$ cat src/rtl/alu_cmd_seq.sv
// -----------------------------------------------------------------------------
// alu_cmd_seq
//
// Command sequencer in front of a 32-bit combinational ALU.
//
// Operation
// - Commands {a, b, op} are accepted over a valid/ready handshake into an
//   in-order FIFO.
// - One command at a time is issued to the ALU through registered operand and
//   op outputs.
// - The result, {n,z,v,c} flags and error bit are captured after the operands
//   have been stable for one full cycle.
// - The captured response is returned over a second valid/ready handshake.
// - A saturating 8-bit counter records how many error (undefined-op) responses
//   were produced.
//
// Ports
//   clk, reset            rising-edge clock, asynchronous active-high reset
//   cmd_valid/cmd_ready   command handshake; cmd_ready = (fifo_count != DEPTH)
//   cmd_a, cmd_b, cmd_op  command operands and ALU op code
//   rsp_valid/rsp_ready   response handshake
//   rsp_s, rsp_flags      captured result and {n,z,v,c}
//   rsp_err               captured ALU error
//   err_count             saturating count of error responses
//   fifo_count            entries currently queued
//   alu_a, alu_b, alu_op  registered ALU inputs
//   alu_s, alu_n..alu_c   ALU result and flags
//   alu_hata              ALU error (undefined op code)
// -----------------------------------------------------------------------------
module alu_cmd_seq #(
  parameter int DEPTH = 4
) (
  input  logic                     clk,
  input  logic                     reset,
  // command side
  input  logic                     cmd_valid,
  output logic                     cmd_ready,
  input  logic [31:0]              cmd_a,
  input  logic [31:0]              cmd_b,
  input  logic [3:0]               cmd_op,
  // response side
  output logic                     rsp_valid,
  input  logic                     rsp_ready,
  output logic [31:0]              rsp_s,
  output logic [3:0]               rsp_flags,
  output logic                     rsp_err,
  // status
  output logic [7:0]               err_count,
  output logic [$clog2(DEPTH):0]   fifo_count,
  // ALU side
  output logic [31:0]              alu_a,
  output logic [31:0]              alu_b,
  output logic [3:0]               alu_op,
  input  logic [31:0]              alu_s,
  input  logic                     alu_n,
  input  logic                     alu_z,
  input  logic                     alu_v,
  input  logic                     alu_c,
  input  logic                     alu_hata
);

  localparam int AW = $clog2(DEPTH);
  localparam int CW = AW + 1;
  localparam logic [CW-1:0] FULL = CW'(DEPTH);

  typedef struct packed {
    logic [31:0] a;
    logic [31:0] b;
    logic [3:0]  op;
  } cmd_t;

  typedef enum logic [1:0] {
    IDLE,
    EXEC,
    RESP
  } state_t;

  // ---------------------------------------------------------------------------
  // Command FIFO
  // ---------------------------------------------------------------------------
  cmd_t          mem_q [DEPTH];
  logic [AW-1:0] wr_ptr_q;
  logic [AW-1:0] rd_ptr_q;
  logic [CW-1:0] count_q;
  logic [CW-1:0] count_d;
  cmd_t          head;

  state_t        state_q;
  logic          push;
  logic          pop;

  assign cmd_ready  = (count_q != FULL);
  assign fifo_count = count_q;
  assign head       = mem_q[rd_ptr_q];

  assign push = cmd_valid && cmd_ready;
  // A pop happens when the sequencer is free to issue: idle, or handing off
  // its current response on this very edge.
  assign pop  = (count_q != '0) &&
                ((state_q == IDLE) || ((state_q == RESP) && rsp_ready));

  // NOTE: every signal assigned in a combinational block gets a default first,
  // otherwise a path that skips the assignment infers a latch.
  always_comb begin
    count_d = count_q;
    case ({push, pop})
      2'b10:   count_d = count_q + CW'(1);
      2'b01:   count_d = count_q - CW'(1);
      default: count_d = count_q;
    endcase
  end

  // NOTE: storage arrays are deliberately left out of reset; only the pointers
  // and count define which entries are meaningful, so clearing the data buys
  // nothing and prevents mapping onto plain RAM.
  always_ff @(posedge clk) begin
    if (push) begin
      mem_q[wr_ptr_q] <= '{a: cmd_a, b: cmd_b, op: cmd_op};
    end
  end

  // NOTE: all sequential state uses non-blocking assignments so every register
  // samples its inputs from before the edge, independent of statement order.
  always_ff @(posedge clk or posedge reset) begin
    if (reset) begin
      wr_ptr_q <= '0;
      rd_ptr_q <= '0;
      count_q  <= '0;
    end else begin
      if (push) wr_ptr_q <= wr_ptr_q + AW'(1);  // wraps modulo DEPTH
      if (pop)  rd_ptr_q <= rd_ptr_q + AW'(1);
      count_q <= count_d;
    end
  end

  // ---------------------------------------------------------------------------
  // Issue / capture sequencer
  // ---------------------------------------------------------------------------
  logic [31:0] alu_a_q;
  logic [31:0] alu_b_q;
  logic [3:0]  alu_op_q;
  logic        rsp_valid_q;
  logic [31:0] rsp_s_q;
  logic [3:0]  rsp_flags_q;
  logic        rsp_err_q;
  logic [7:0]  err_count_q;

  always_ff @(posedge clk or posedge reset) begin
    if (reset) begin
      state_q     <= IDLE;
      alu_a_q     <= '0;
      alu_b_q     <= '0;
      alu_op_q    <= '0;
      rsp_valid_q <= 1'b0;
      rsp_s_q     <= '0;
      rsp_flags_q <= '0;
      rsp_err_q   <= 1'b0;
      err_count_q <= '0;
    end else begin
      case (state_q)
        IDLE: begin
          if (pop) begin
            alu_a_q  <= head.a;
            alu_b_q  <= head.b;
            alu_op_q <= head.op;
            state_q  <= EXEC;
          end
        end

        EXEC: begin
          // Operands have been stable for a full cycle; the ALU output is
          // settled. An undefined op yields no meaningful result or flags.
          if (alu_hata) begin
            rsp_s_q     <= '0;
            rsp_flags_q <= '0;
            rsp_err_q   <= 1'b1;
            if (err_count_q != 8'hFF) begin
              err_count_q <= err_count_q + 8'd1;
            end
          end else begin
            rsp_s_q     <= alu_s;
            rsp_flags_q <= {alu_n, alu_z, alu_v, alu_c};
            rsp_err_q   <= 1'b0;
          end
          rsp_valid_q <= 1'b1;
          state_q     <= RESP;
        end

        RESP: begin
          if (rsp_ready) begin
            rsp_valid_q <= 1'b0;
            // Going straight back to EXEC skips the idle cycle, giving one
            // response every two cycles under continuous demand.
            if (pop) begin
              alu_a_q  <= head.a;
              alu_b_q  <= head.b;
              alu_op_q <= head.op;
              state_q  <= EXEC;
            end else begin
              state_q  <= IDLE;
            end
          end
        end

        default: state_q <= IDLE;
      endcase
    end
  end

  assign alu_a     = alu_a_q;
  assign alu_b     = alu_b_q;
  assign alu_op    = alu_op_q;
  assign rsp_valid = rsp_valid_q;
  assign rsp_s     = rsp_s_q;
  assign rsp_flags = rsp_flags_q;
  assign rsp_err   = rsp_err_q;
  assign err_count = err_count_q;

endmodule

$ cat config.mk
export PLATFORM = sky130hd
export DESIGN_NAME = alu_cmd_seq
export DESIGN_NICKNAME = d
export VERILOG_FILES = /design/src/rtl/alu_cmd_seq.sv
export SDC_FILE = /design/constraint.sdc
export NUM_CORES = 1
export LEC_CHECK = 0
export CAP_MARGIN = 0
export CORE_MARGIN = 4
export CORE_UTILIZATION = 54
export CTS_CLUSTER_SIZE = 25
export DETAILED_ROUTE_END_ITERATION = 8
export PLACE_DENSITY = 0.77
export SLEW_MARGIN = 5
export SYNTH_ARGS = -nofsm -noshare
export SYNTH_HDL_FRONTEND = slang
export SYNTH_SLANG_ARGS = --single-unit
$ cat constraint.sdc
create_clock -name clk -period 5.1 [get_ports clk]
set_input_delay 1.02 -clock clk [delete_from_list [all_inputs] [get_ports clk]]
set_output_delay 1.02 -clock clk [all_outputs]
set_load 0.01 [all_outputs]
==> results.txt <==
routed vias/inst -> 5.45
fraction of power consumed by sequential logic -> 0.440
per-instance average area after synthesis -> 19.9 µm²
clock slew at the register clock pins of the worst setup and hold paths -> 0.05 ns
number of detailed-routing iterations run before antenna repair -> 5
Total Wirelength -> 28600 µm
combined area of all synthesized cells -> 14900 µm²
switching power summed over all nets -> 3.20 mW
most frequently used cell type in the post-synthesis netlist -> sky130_fd_sc_hd__edfxtp_1
Post-Place Setup Slack -> 1.90 ns
share of flip-flops with an asynchronous set or reset after synthesis -> 0.311
Critical Path Source -> fifo_count[0]
worst max-slew margin expressed relative to the limit -> 0.243
number of top-level design ports -> 227
die boundary height -> 174 µm
number of vias in the routed layout -> 7430
area fraction of the dominant cell type after synthesis -> 0.549
Total Nets Final -> 1104
Horiz. Die Dim -> 174 µm
clock sink count -> 395
antenna violations before repair -> 3
final setup slack of the worst path -> 2.14 ns
top fanout value on the critical path -> 6
total negative slack for setup checks -> 0 ns
post-layout instance area -> 18700 µm²
Worst Setup End Kind -> primary output
switching part of the total -> 0.283
P_leak -> 6.68 nW
global placer's final weighted congestion -> 0.775
post-synthesis sequential area ratio -> 0.756
Worst R2R Start -> fifo_count[0]
Critical Path Source Type -> flop
count of hold buffers inserted by post-cts repair -> 0
Peak VDD IR -> 0.453 mV
Overflow after GRT -> 0
internal power consumption -> 8.11 mW
global-route wire length before repair -> 45800 µm
number of synthesized flops with an enable pin -> 272
type of the worst setup path -> flop to primary output
I/O Buffers -> 226
endpoint arrival time on the critical path -> 1.94 ns
count of endpoints failing setup in the final report -> 0
final hold violation count -> 0
RSZ-0062 raised after global routing -> false
max capacitance violation total -> 0
die outline area -> 30300 µm²
count of different cell masters after synthesis -> 35
number of synthesis warnings -> 0
number of setup buffers added after CTS -> 0
shortest clock period the worst path allows after layout -> 2.96 ns
cell count after synthesis -> 749
mean routed wirelength per cell -> 21.0 µm
Seq cells post-synth -> 395
final number of max-transition violations -> 0
Root Buffer Master -> sky130_fd_sc_hd__clkbuf_16
Post-Place Cell Area -> 17400 µm²
Residual DRC -> 0
type of the most critical hold path -> flop to flop
cell types occupying the most area after synthesis -> sky130_fd_sc_hd__edfxtp_1, sky130_fd_sc_hd__dfrtp_1, sky130_fd_sc_hd__mux4_2, sky130_fd_sc_hd__mux2_2, sky130_fd_sc_hd__nand2b_1
Buffers & Inverters on Critical Path -> 1
Power Density -> 605 nW/µm²
achievable clock frequency -> 0.338 GHz
H-tree depth -> 2
number of global-route vias before repair -> 8084
number of gates resized after CTS -> 0
Critical-path top delay cell -> sky130_fd_sc_hd__clkdlybuf4s50_1
critical path, cell by cell -> or3b_1 -> clkdlybuf4s50_1
most used standard cells in the synthesized netlist -> sky130_fd_sc_hd__edfxtp_1, sky130_fd_sc_hd__dfrtp_1, sky130_fd_sc_hd__mux2_2, sky130_fd_sc_hd__mux4_2, sky130_fd_sc_hd__nand2_1
maximum root-to-sink buffer count -> 3
cts bufs inserted -> 40
total number of placement rows -> 60
critical path required time -> 4.08 ns
CTS tree -> built
net count after synthesis -> 865
slew at the pin closest to its max-slew limit -> 1.14 ns
post-route clock period utilization -> 0.580
slowest cell delay on critical path -> 0.53 ns
startpoint of the most critical hold path -> rsp_s[11]
share of total power in the clock network -> 0.253
Syn-to-layout area delta -> 25.8%
clock latency reported for the late side of the worst-skew pair -> 0.53 ns
status -> completed
fraction of power consumed by combinational cells -> 0.306
largest net degree at the start of global routing -> 75
HPWL after detailed placement -> 17200 µm
CORE AREA -> 27000 µm²
All-Layer GR Usage -> 0.193
setup skew after layout -> 0.0220 ns
iteration-0 DRC count of the detailed router -> 460
Synth area leader -> sky130_fd_sc_hd__edfxtp_1
layout cell share with drive strength beyond 1 -> 0.213
effective utilization at floorplan -> 0.550
most used flip-flop cell after synthesis -> sky130_fd_sc_hd__edfxtp_1
kind of cell adding the most delay to the critical path -> buffers and inverters
remaining antenna violation count -> 0
==> layout make-up <==
type,instances,area (µm²)
diodes,2,5.00
clock buffers,60,1180
clock inverters,14,135
fillers,1731,8310
inverters,10,42.5
multi-input cells,308,3360
flip-flops and latches,395,11300
well taps,341,427
repair buffers,233,2310
==> logic make-up after synthesis <==
family / Yosys count / synth area share
AOI/OAI and AO/OA: 44 / 0.0150
buffers and inverters: 46 / 0.0196
and+or+nand+nor: 106 / 0.0385
adders and majority gates: 7 / 0.00639
DFF: 395 / 0.756
xor gates and xnor gates: 8 / 0.00471
muxes: 143 / 0.160
==> power groups by stage <==
stage | Sequential, mW | Clock [mW] | Combinational [mW]
6_report | 4.98 | 2.87 | 3.47
2_1_floorplan | 4.97 | 0 | 2.16
3_5_place_dp | 5.05 | 0 | 3.53
5_1_grt | 5.10 | 3.08 | 3.76
4_1_cts | 5.00 | 2.94 | 3.55
3_3_place_gp | 5.02 | 0 | 3.46
==> per-stage QoR <==
stage	total power, mW	util	hold slack, ns	cells
floorplan	7.13	-	0.483	749
global placement	8.48	0.644	0.463	1287
detailed placement	8.58	0.644	0.471	1287
CTS	11.5	0.692	0.485	1361
global route	11.9	0.692	0.507	1362
finish	11.3	0.692	0.475	1363
==> worst register-to-register path: cells and delay by family (launching register included) <==
| family | cells | cell delay (ns) |
|---|---|---|
| flops | 1 | 0.44 |
| buf+inv | 2 | 0.12 |
| simple gates | 3 | 0.81 |
| fa+ha+maj | 2 | 0.55 |
| xor+xnor | 2 | 0.29 |
==> flip-flops by register name, summed over array words and instances, names as in the netlist, 3 cells and up <==
name        count
alu_op          4
rsp_flags       4
alu_a          32
alu_b          32
fifo_count      3
err_count       8
rsp_s          32
mem_q         272
==> routing by layer <==
metal  vias to the layer above  routed length, µm  GRT usage  share of wire
li1                       3378                  -          -              -
met1                      3757              11500      0.256           0.40
met2                       251              14400      0.326           0.50
met3                        42               2130     0.0470          0.074
met4                         2                516     0.0492          0.018
met5                         -                 11          0        0.00039
==> cell usage in the layout, fill, tap and decap left out, types with 3 or more instances in the layout <==
| cell type | netlist | final |
|---|---|---|
| sky130_fd_sc_hd__nor2_1 | 5 | 5 |
| sky130_fd_sc_hd__clkinv_2 | 0 | 6 |
| sky130_fd_sc_hd__a21oi_1 | 4 | 4 |
| sky130_fd_sc_hd__nand2b_1 | 38 | 37 |
| sky130_fd_sc_hd__nand2_1 | 41 | 41 |
| sky130_fd_sc_hd__dfrtp_1 | 123 | 121 |
| sky130_fd_sc_hd__mux2i_1 | 3 | 3 |
| sky130_fd_sc_hd__clkbuf_16 | 0 | 42 |
| sky130_fd_sc_hd__and3_4 | 0 | 4 |
| sky130_fd_sc_hd__clkdlybuf4s50_1 | 0 | 226 |
| sky130_fd_sc_hd__clkbuf_1 | 16 | 12 |
| sky130_fd_sc_hd__o21ai_0 | 39 | 39 |
| sky130_fd_sc_hd__buf_4 | 0 | 7 |
| sky130_fd_sc_hd__mux4_2 | 68 | 68 |
| sky130_fd_sc_hd__xnor2_1 | 4 | 4 |
| sky130_fd_sc_hd__edfxtp_1 | 272 | 272 |
| sky130_fd_sc_hd__inv_1 | 10 | 9 |
| sky130_fd_sc_hd__ha_1 | 6 | 6 |
| sky130_fd_sc_hd__xor2_1 | 4 | 4 |
| sky130_fd_sc_hd__mux2_2 | 71 | 71 |
| sky130_fd_sc_hd__clkbuf_8 | 0 | 6 |
==> worst paths after layout <==
kind | end | slack, ns | depth (start not counted)
setup / recovery | cmd_ready | 2.14 | 2
hold / removal | rsp_s[11] | 0.48 | 2
setup reg to reg | fifo_count[2] | 2.83 | 9
hold reg to reg | rsp_s[11] | 0.48 | 2
max in group asynchronous | rsp_s[15] | 3.25 | 3
min in group asynchronous | rsp_s[26] | 0.99 | 2
Note: power is estimated with default switching activity, not from simulation.
